<file path="config.mk">
export PLATFORM = sky130hd
export DESIGN_NAME = mem_arbiter
export DESIGN_NICKNAME = d
export VERILOG_FILES = /design/src/rtl/mem_arb_pkg.sv /design/src/rtl/mem_arb_pick.sv /design/src/rtl/mem_arbiter.sv
export SDC_FILE = /design/constraint.sdc
export NUM_CORES = 1
export LEC_CHECK = 0
export CAP_MARGIN = 40
export CORE_MARGIN = 2
export CORE_UTILIZATION = 41
export CTS_CLUSTER_SIZE = 10
export DETAILED_ROUTE_END_ITERATION = 8
export HOLD_SLACK_MARGIN = 0.06
export PLACE_DENSITY_LB_ADDON = 0.08
export SYNTH_ARGS = -nofsm -noshare
export SYNTH_HDL_FRONTEND = slang
export SYNTH_SLANG_ARGS = --single-unit
</file>
<file path="constraint.sdc">
create_clock -name clk -period 3.6 [get_ports clk]
set_clock_uncertainty 0.15 [all_clocks]
set_input_delay 0.72 -clock clk [delete_from_list [all_inputs] [get_ports clk]]
set_output_delay 0.72 -clock clk [all_outputs]
set_load 0.05 [all_outputs]
</file>
<file path="src/rtl/mem_arb_pkg.sv">
// Shared types and constants for the IFU/LSU memory-port arbiter.
// MEM_ARB_RR_EN selects round-robin arbitration in mem_arb_pick.
package mem_arb_pkg;

  typedef enum logic [1:0] {
    ST_IDLE = 2'd0,
    ST_REQ  = 2'd1,
    ST_WAIT = 2'd2,
    ST_RESP = 2'd3
  } state_t;

  localparam logic       GNT_IFU     = 1'b0;
  localparam logic       GNT_LSU     = 1'b1;
  localparam logic [2:0] MEM_OP_WORD = 3'b010;

endpackage

</file>
<file path="src/rtl/mem_arb_pick.sv">
// Combinational winner select between IFU and LSU.
// MEM_ARB_RR_EN: round-robin with a last-winner pointer; otherwise LSU has fixed priority.
module mem_arb_pick
  import mem_arb_pkg::*;
(
`ifdef MEM_ARB_RR_EN
  input  logic clk,
  input  logic rst,
  input  logic take,
`endif
  input  logic ifu_valid,
  input  logic lsu_valid,
  output logic any,
  output logic gnt
);

  assign any = ifu_valid | lsu_valid;

`ifdef MEM_ARB_RR_EN
  logic last;

  // On a tie the side that did not win last time goes first.
  always_comb begin
    gnt = GNT_IFU;
    if (ifu_valid && lsu_valid) gnt = ~last;
    else if (lsu_valid)         gnt = GNT_LSU;
  end

  // Reset to "LSU won last" so the first tie favours the IFU.
  always_ff @(posedge clk) begin
    if (rst)       last <= GNT_LSU;
    else if (take) last <= gnt;
  end
`else
  assign gnt = lsu_valid ? GNT_LSU : GNT_IFU;
`endif

endmodule

</file>
<file path="src/rtl/mem_arbiter.sv">
// Serialises IFU and LSU accesses onto one memory port, one access in flight.
// MEM_ARB_RR_EN enables round-robin arbitration (default: fixed LSU priority).
module mem_arbiter
  import mem_arb_pkg::*;
#(
  parameter int WIDTH = 32
) (
  input  logic             clk,
  input  logic             rst,
  input  logic             ifu_req_valid,
  output logic             ifu_req_ready,
  input  logic [WIDTH-1:0] ifu_addr,
  output logic             ifu_rsp_valid,
  output logic [WIDTH-1:0] ifu_rsp_data,
  input  logic             lsu_req_valid,
  output logic             lsu_req_ready,
  input  logic             lsu_we,
  input  logic [2:0]       lsu_op,
  input  logic [WIDTH-1:0] lsu_addr,
  input  logic [WIDTH-1:0] lsu_wdata,
  output logic             lsu_rsp_valid,
  output logic [WIDTH-1:0] lsu_rsp_data,
  output logic             mem_req_valid,
  input  logic             mem_req_ready,
  output logic             mem_we,
  output logic [2:0]       mem_op,
  output logic [WIDTH-1:0] mem_addr,
  output logic [WIDTH-1:0] mem_wdata,
  input  logic             mem_rsp_valid,
  input  logic [WIDTH-1:0] mem_rsp_data
);

  state_t           state;
  logic             gnt_q;
  logic [WIDTH-1:0] rsp_q;
  logic             any;
  logic             gnt;
  logic             accept;

  assign accept = (state == ST_IDLE) && any && !rst;

  mem_arb_pick u_pick (
`ifdef MEM_ARB_RR_EN
    .clk       (clk),
    .rst       (rst),
    .take      (accept),
`endif
    .ifu_valid (ifu_req_valid),
    .lsu_valid (lsu_req_valid),
    .any       (any),
    .gnt       (gnt)
  );

  assign ifu_req_ready = accept && (gnt == GNT_IFU);
  assign lsu_req_ready = accept && (gnt == GNT_LSU);
  assign mem_req_valid = (state == ST_REQ);

  // Response data is only driven towards the side that owns the access.
  assign ifu_rsp_valid = (state == ST_RESP) && (gnt_q == GNT_IFU);
  assign lsu_rsp_valid = (state == ST_RESP) && (gnt_q == GNT_LSU);
  assign ifu_rsp_data  = ifu_rsp_valid ? rsp_q : '0;
  assign lsu_rsp_data  = lsu_rsp_valid ? rsp_q : '0;

  always_ff @(posedge clk) begin
    if (rst) begin
      state     <= ST_IDLE;
      gnt_q     <= GNT_IFU;
      mem_we    <= 1'b0;
      mem_op    <= '0;
      mem_addr  <= '0;
      mem_wdata <= '0;
      rsp_q     <= '0;
    end else begin
      case (state)
        ST_IDLE: begin
          if (accept) begin
            gnt_q <= gnt;
            state <= ST_REQ;
            if (gnt == GNT_LSU) begin
              mem_we    <= lsu_we;
              mem_op    <= lsu_op;
              mem_addr  <= lsu_addr;
              mem_wdata <= lsu_wdata;
            end else begin
              mem_we    <= 1'b0;
              mem_op    <= MEM_OP_WORD;
              mem_addr  <= ifu_addr;
              mem_wdata <= '0;
            end
          end
        end
        // A response is only meaningful once the request handshake completes.
        ST_REQ: begin
          if (mem_req_ready) begin
            if (mem_rsp_valid) begin
              rsp_q <= mem_we ? '0 : mem_rsp_data;
              state <= ST_RESP;
            end else begin
              state <= ST_WAIT;
            end
          end
        end
        ST_WAIT: begin
          if (mem_rsp_valid) begin
            rsp_q <= mem_we ? '0 : mem_rsp_data;
            state <= ST_RESP;
          end
        end
        ST_RESP: state <= ST_IDLE;
        default: state <= ST_IDLE;
      endcase
    end
  end

endmodule
</file>
==> results of run 1 <==
==> power groups by stage <==
stage | Combinational (mW) | Sequential [mW] | Clock (mW)
floorplan | 0.837 | 1.95 | 0
global placement | 1.86 | 1.50 | 0
detailed placement | 1.91 | 1.52 | 0
CTS | 1.92 | 1.49 | 0.920
global route | 2.06 | 1.52 | 0.971
finish | 1.91 | 1.49 | 0.906
==> critical path: cells and delay by family, from the launching register on <==
| family | cells | cell delay [ps] |
|---|---|---|
| buffers and inverters | 1 | 800 |
| DFF | 1 | 870 |
| and+or+nand+nor | 1 | 290 |
==> final cells by class <==
type	count	share of cell area, %
clock inverter	4	0.389
timing repair buffer	287	39.9
inverter	6	0.280
antenna	1	0.0311
clock buffer	11	3.02
tap	140	2.18
multi-input combinational	411	28.6
sequential	103	25.7
==> worst max path at each step <==
stage,end,slack [ps],depth (start not counted)
after global routing,lsu_rsp_data[24],310,2
after CTS,lsu_rsp_data[14],430,2
after detailed placement,lsu_rsp_data[14],790,2
after global placement,lsu_rsp_data[18],850,2
after floorplan,ifu_rsp_data[22],760,4
final,lsu_rsp_data[4],440,2
==> through the flow <==
stage               cell area (µm²)  std cells
floorplan                      4660        575
global placement               7720        945
detailed placement             7760        947
CTS                            8030        962
global route                   8040        963
finish                         8040        963
==> state kept, by name, indices dropped and copies added (netlist names) <==
name       cells
mem_we         1
mem_op         3
mem_wdata     32
rsp_q         32
mem_addr      32
gnt_q          1
state          2
==> logic make-up after synthesis <==
family                     Yosys count
adders and majority gates            5
buffers and inverters               61
muxes                                1
AOI/OAI and AO/OA                  141
and+or+nand+nor                    264
DFF                                103
==> cell usage in the layout (no fill, tap or decap) <==
master	instances
mux2_4	1
diode_2	1
nand3_1	1
o21ai_4	1
nor2_1	68
dfxtp_1	103
buf_4	12
and2_1	35
clkinvlp_4	3
inv_6	1
nor2b_4	1
clkdlybuf4s50_1	237
inv_1	6
clkbuf_8	1
and2_4	1
buf_2	1
buf_8	1
nand2_1	91
a31o_2	1
and3_1	32
o21a_1	1
nand3b_1	32
nor2b_1	2
or3b_1	1
o22ai_1	1
clkbuf_1	1
a22o_1	4
o311a_1	1
a22oi_1	68
clkbuf_16	9
buf_12	36
ha_1	5
o21ai_0	30
a21oi_1	34
==> layer usage <==
| metal | GRT usage [%] | wire [µm] | vias to the layer above |
|---|---|---|---|
| li1 | - | - | 2454 |
| met1 | 28.7 | 6330 | 2346 |
| met2 | 43.6 | 7860 | 191 |
| met3 | 6.59 | 1090 | 22 |
| met4 | 8.25 | 308 | 0 |
| met5 | 0 | 0 | - |
==> flow_metrics.env, run 1 <==
export IMPL_place_ws_ps=789
export IMPL_drt_iter0_markers=326
export IMPL_clk_latency_ps=320
export IMPL_critPathSlowestCell="dfxtp_1"
export IMPL_ys_flop_type="dfxtp_1"
export IMPL_outcome="finished clean"
export IMPL_combPwrFrac_pct=44.4
export IMPL_grt_pass1_vias=4898
export IMPL_syn_nets=718
export IMPL_drc=0
export IMPL_fin_nets=961
export IMPL_synthTopCellsByArea="dfxtp_1 44%, a22oi_1 11%, nand2_1 7.3%, nor2_1 5.5%, nand3b_1 5.2%"
export IMPL_p_int_mw=2.55
export IMPL_path_cells="and3_1, clkdlybuf4s50_1"
export IMPL_synth_most_common_cell="dfxtp_1"
export IMPL_grt_max_degree=61
export IMPL_synth_top_cell_by_area="dfxtp_1"
export IMPL_wire_per_inst_um=16.2
export IMPL_crit_type="flop to primary output"
export IMPL_period_minus_slack_ps=3160
export IMPL_setup_viol=0
export IMPL_core_area_um2=11000
export IMPL_first_pass_iters=4
export IMPL_cts_buffer_depth=2
export IMPL_die_area_um2=12200
export IMPL_power_total_mw=4.31
export IMPL_synthDominantCellAreaShare_pct=44.3
export IMPL_synth_compound_area_share_pct=19.5
export IMPL_cp_start_kind="flop"
export IMPL_reg2reg_depth=7
export IMPL_p_sw_mw=1.76
export IMPL_drt_wl_total_um=15600
export IMPL_drive_above_1_share_pct=8.39
export IMPL_viasPerCell=5.21
export IMPL_crit_path_end_kind="primary output"
export IMPL_min_path_type="flop to flop"
export IMPL_fmax_mhz=316
export IMPL_numCtsBuffers=9
export IMPL_critical_path_arrival_ps=2290
export IMPL_synth_top_family_by_area="simple AND/OR/NAND/NOR gates"
export IMPL_ys_seq_area_share_pct=44.3
export IMPL_critPathMaxFanout=34
export IMPL_synth_avg_cell_area_um2=8.10
export IMPL_postCtsSetupRepairBufs=0
export IMPL_ys_ff_latch=103
export IMPL_grt_ovfl_total=0
export IMPL_maxCapViolCount=0
export IMPL_sequentialPowerShare_pct=34.6
export IMPL_track_usage_pct=24.6
export IMPL_die_y_um=111
export IMPL_io_buffers=274
export IMPL_netlist_area_um2=4660
export IMPL_min_to="rsp_q[30]"
export IMPL_place_congestion=0.792
export IMPL_io_pins=275
export IMPL_hpwl_um=11600
export IMPL_cts_tree="yes"
export IMPL_synthXorXnorAreaFrac_pct=0
export IMPL_cp_required_ps=2730
export IMPL_ys_top_cells_by_count="103 x dfxtp_1, 91 x nand2_1, 68 x a22oi_1, 68 x nor2_1, 35 x and2_1"
export IMPL_syn_to_final_growth_pct=72.5
export IMPL_fp_row_count=38
export IMPL_clock_power_share_pct=21.0
export IMPL_synth_cell_types=27
export IMPL_post_cts_resized=0
export IMPL_cts_root_buf="clkbuf_16"
export IMPL_hold_path_depth=2
export IMPL_ir_worst_vdd_v=0.000389
export IMPL_worst_path_largest_cell_delay_ps=870
export IMPL_ys_warn_count=0
export IMPL_ff2ff_setup_slack_ps=1460
export IMPL_final_util_pct=73.2
export IMPL_postRouteAntennaNets=0
export IMPL_hold_buffers=0
export IMPL_synth_simple_area_share_pct=28.0
export IMPL_start_util_pct=42.4
export IMPL_post_synth_mux_area_share_pct=0.322
export IMPL_hold_start="rsp_q[30]"
export IMPL_seq_area_um2=2060
export IMPL_numClockSinks=103
export IMPL_r2r_start="state[1]"
export IMPL_power_leakage_nw=3.14
export IMPL_clkTransAtPathRegs_ps=70
export IMPL_multiInputGateArea_um2=2300
export IMPL_worst_pin_slew_ps=836
export IMPL_final_setup_worst_slack_ps=438
export IMPL_rsz0062_at_grt="false"
export IMPL_netSwitchingFraction_pct=40.8
export IMPL_tns_ps=0
export IMPL_critPathLaunch="gnt_q"
export IMPL_n_fill_cell=882
export IMPL_slew_headroom_pct=44.2
export IMPL_hold_ws_ps=313
export IMPL_cts_max_level=3
export IMPL_grt_pass1_wl_um=24900
export IMPL_hold_viol=0
export IMPL_p_per_area_nw_per_um2=537
export IMPL_synth_adder_area_share_pct=1.34
export IMPL_async_flop_share_pct=0
export IMPL_synth_edff_count=0
export IMPL_die_width_um=111
export IMPL_vias=5013
export IMPL_synth_cells=575
export IMPL_finalCritPeriodShare_pct=87.8
export IMPL_r2r_end="rsp_q[1]"
export IMPL_maxSlewViolCount=0
export IMPL_antenna_found_initial=1
(Power assumes the default switching activity.)
==> inputs of run 2 (changes only) <==
--- a/config.mk
+++ b/config.mk
@@ -5,6 +5,7 @@
 export SDC_FILE = /design/constraint.sdc
 export NUM_CORES = 1
 export LEC_CHECK = 0
+export ABC_CLOCK_PERIOD_IN_PS = 3600
 export CAP_MARGIN = 40
 export CORE_MARGIN = 2
 export CORE_UTILIZATION = 41
==> results of run 2 <==
No change in the layout: final DEF, timing and power equal those of run 1.
==> inputs of run 3 (changes only) <==
--- a/config.mk
+++ b/config.mk
@@ -8,7 +8,8 @@
 export ABC_CLOCK_PERIOD_IN_PS = 3600
 export CAP_MARGIN = 40
 export CORE_MARGIN = 2
-export CORE_UTILIZATION = 41
+export CORE_UTILIZATION = 42
+export CTS_BUF_LIST = sky130_fd_sc_hd__clkbuf_4
 export CTS_CLUSTER_SIZE = 10
 export DETAILED_ROUTE_END_ITERATION = 8
 export HOLD_SLACK_MARGIN = 0.06
@@ -16,3 +17,4 @@
 export SYNTH_ARGS = -nofsm -noshare
 export SYNTH_HDL_FRONTEND = slang
 export SYNTH_SLANG_ARGS = --single-unit
+export TNS_END_PERCENT = 20
==> run 3 against run 2 <==
Net effect:
- critical endpoint is now lsu_rsp_data[29]
- total power is 7.8% lower
- sequential share of layout area is 0.42 points higher
- clock power is 39% lower
- via count is 1.9% lower
==> flow_metrics.env, run 3 (same netlist as run 1, synthesis figures left out) <==
export IMPL_fin_nets=961
export IMPL_antenna_cells=0
export IMPL_tns_ps=0
export IMPL_core_area_um2=10800
export IMPL_vias=4920
export IMPL_maxSlewViolCount=0
export IMPL_grt_pass1_wl_um=23600
export IMPL_cts_buffer_depth=2
export IMPL_numClockSinks=103
export IMPL_grt_ovfl_total=0
export IMPL_final_common_cell="clkdlybuf4s50_1"
export IMPL_critPathMaxFanout=34
export IMPL_finalCritPeriodShare_pct=89.1
export IMPL_clock_power_share_pct=13.9
export IMPL_clk_latency_ps=430
export IMPL_outcome="finished clean"
export IMPL_track_usage_pct=24.9
export IMPL_ir_worst_vdd_v=0.000316
export IMPL_postCtsSetupRepairBufs=0
export IMPL_cts_tree="yes"
export IMPL_setup_viol=0
export IMPL_wire_per_inst_um=15.8
export IMPL_final_cell_mix="237 x clkdlybuf4s50_1, 103 x dfxtp_1, 91 x nand2_1, 68 x a22oi_1, 68 x nor2_1"
export IMPL_clkTransAtPathRegs_ps=160
export IMPL_n_fill_cell=860
export IMPL_rsz0062_at_grt="false"
export IMPL_drive_above_1_share_pct=8.63
export IMPL_met1_usage_pct=28.4
export IMPL_p_int_mw=2.23
export IMPL_final_util_pct=72.9
export IMPL_combPwrFrac_pct=49.2
export IMPL_crit_type="flop to primary output"
export IMPL_netSwitchingFraction_pct=43.8
export IMPL_io_pins=275
export IMPL_cts_root_buf="clkbuf_4"
export IMPL_worst_pin_slew_ps=576
export IMPL_crit_path_end_kind="primary output"
export IMPL_first_pass_iters=4
export IMPL_hold_buffers=0
export IMPL_die_y_um=109
export IMPL_grt_max_degree=57
export IMPL_die_area_um2=11900
export IMPL_drt_iter0_markers=307
export IMPL_viasPerCell=5.11
export IMPL_numCtsBuffers=9
export IMPL_cts_max_level=3
export IMPL_critical_path_arrival_ps=2340
export IMPL_min_path_type="flop to flop"
export IMPL_met3_usage_pct=6.94
export IMPL_io_buffers=274
export IMPL_p_per_area_nw_per_um2=503
export IMPL_fp_row_count=38
export IMPL_place_congestion=0.736
export IMPL_slew_headroom_pct=61.5
export IMPL_met2_usage_pct=44.9
export IMPL_reg_top3="mem_addr x32, mem_wdata x32, rsp_q x32"
export IMPL_period_minus_slack_ps=3210
export IMPL_syn_to_final_growth_pct=69.8
export IMPL_post_cts_resized=0
export IMPL_hold_viol=0
export IMPL_grt_busiest_layer="met2"
export IMPL_postRouteAntennaNets=0
export IMPL_fmax_mhz=312
export IMPL_cp_start_kind="flop"
export IMPL_maxCapViolCount=0
export IMPL_power_leakage_nw=3.09
export IMPL_grt_pass1_vias=4800
export IMPL_sequentialPowerShare_pct=36.8
export IMPL_antenna_found_initial=0
export IMPL_die_width_um=109
export IMPL_drt_wl_total_um=15200
export IMPL_start_util_pct=43.0
export IMPL_p_sw_mw=1.74
export IMPL_hpwl_um=11400
export IMPL_drc=0
export IMPL_cp_required_ps=2730
==> run 3: layout make-up <==
| class | instances | area, µm² | area share, % |
|---|---|---|---|
| clock inverter | 7 | 55.1 | 0.696 |
| inverter | 6 | 22.5 | 0.285 |
| sequential | 103 | 2060 | 26.1 |
| clock buffer | 9 | 67.6 | 0.854 |
| multi-input combinational | 411 | 2300 | 29.1 |
| timing repair buffer | 287 | 3230 | 40.8 |
| tap | 140 | 175 | 2.22 |
==> run 3: power by group through the flow <==
stage	sequential [mW]	combinational [mW]	clock, mW
final	1.47	1.96	0.554
after global routing	1.49	2.10	0.617
after CTS	1.46	1.97	0.574
after detailed placement	1.49	1.96	0
after global placement	1.48	1.89	0
after floorplan	1.95	0.837	0
==> run 3: layer usage <==
layer	wire length, µm	up-vias
li1	-	2447
met1	5700	2259
met2	7970	194
met3	1210	20
met4	363	0
met5	0	-
==> run 3: metrics by stage <==
stage	std cells	hold slack [ps]	worst slack [ps]	power, mW	area [µm²]
6_report	963	326	393	3.98	7910
4_1_cts	963	325	353	4.00	7910
3_3_place_gp	945	297	851	3.37	7740
3_5_place_dp	947	306	835	3.45	7780
2_1_floorplan	575	286	761	2.78	4660
5_1_grt	963	346	208	4.21	7910
==> run 3: final timing paths <==
kind	start	to	slack [ps]	cells past startpoint
worst max-delay path	state[1]	lsu_rsp_data[29]	390	4
worst min-delay path	rsp_q[24]	rsp_q[24]	330	2
worst max register to register	state[1]	rsp_q[13]	1350	7
worst min register to register	rsp_q[24]	rsp_q[24]	330	2
==> run 3: critical path, stage by stage (launching register included) <==
cell and delay [ps]:
dfxtp_1 430, ha_1 170, buf_4 280, and3_1 190
clkdlybuf4s50_1 830
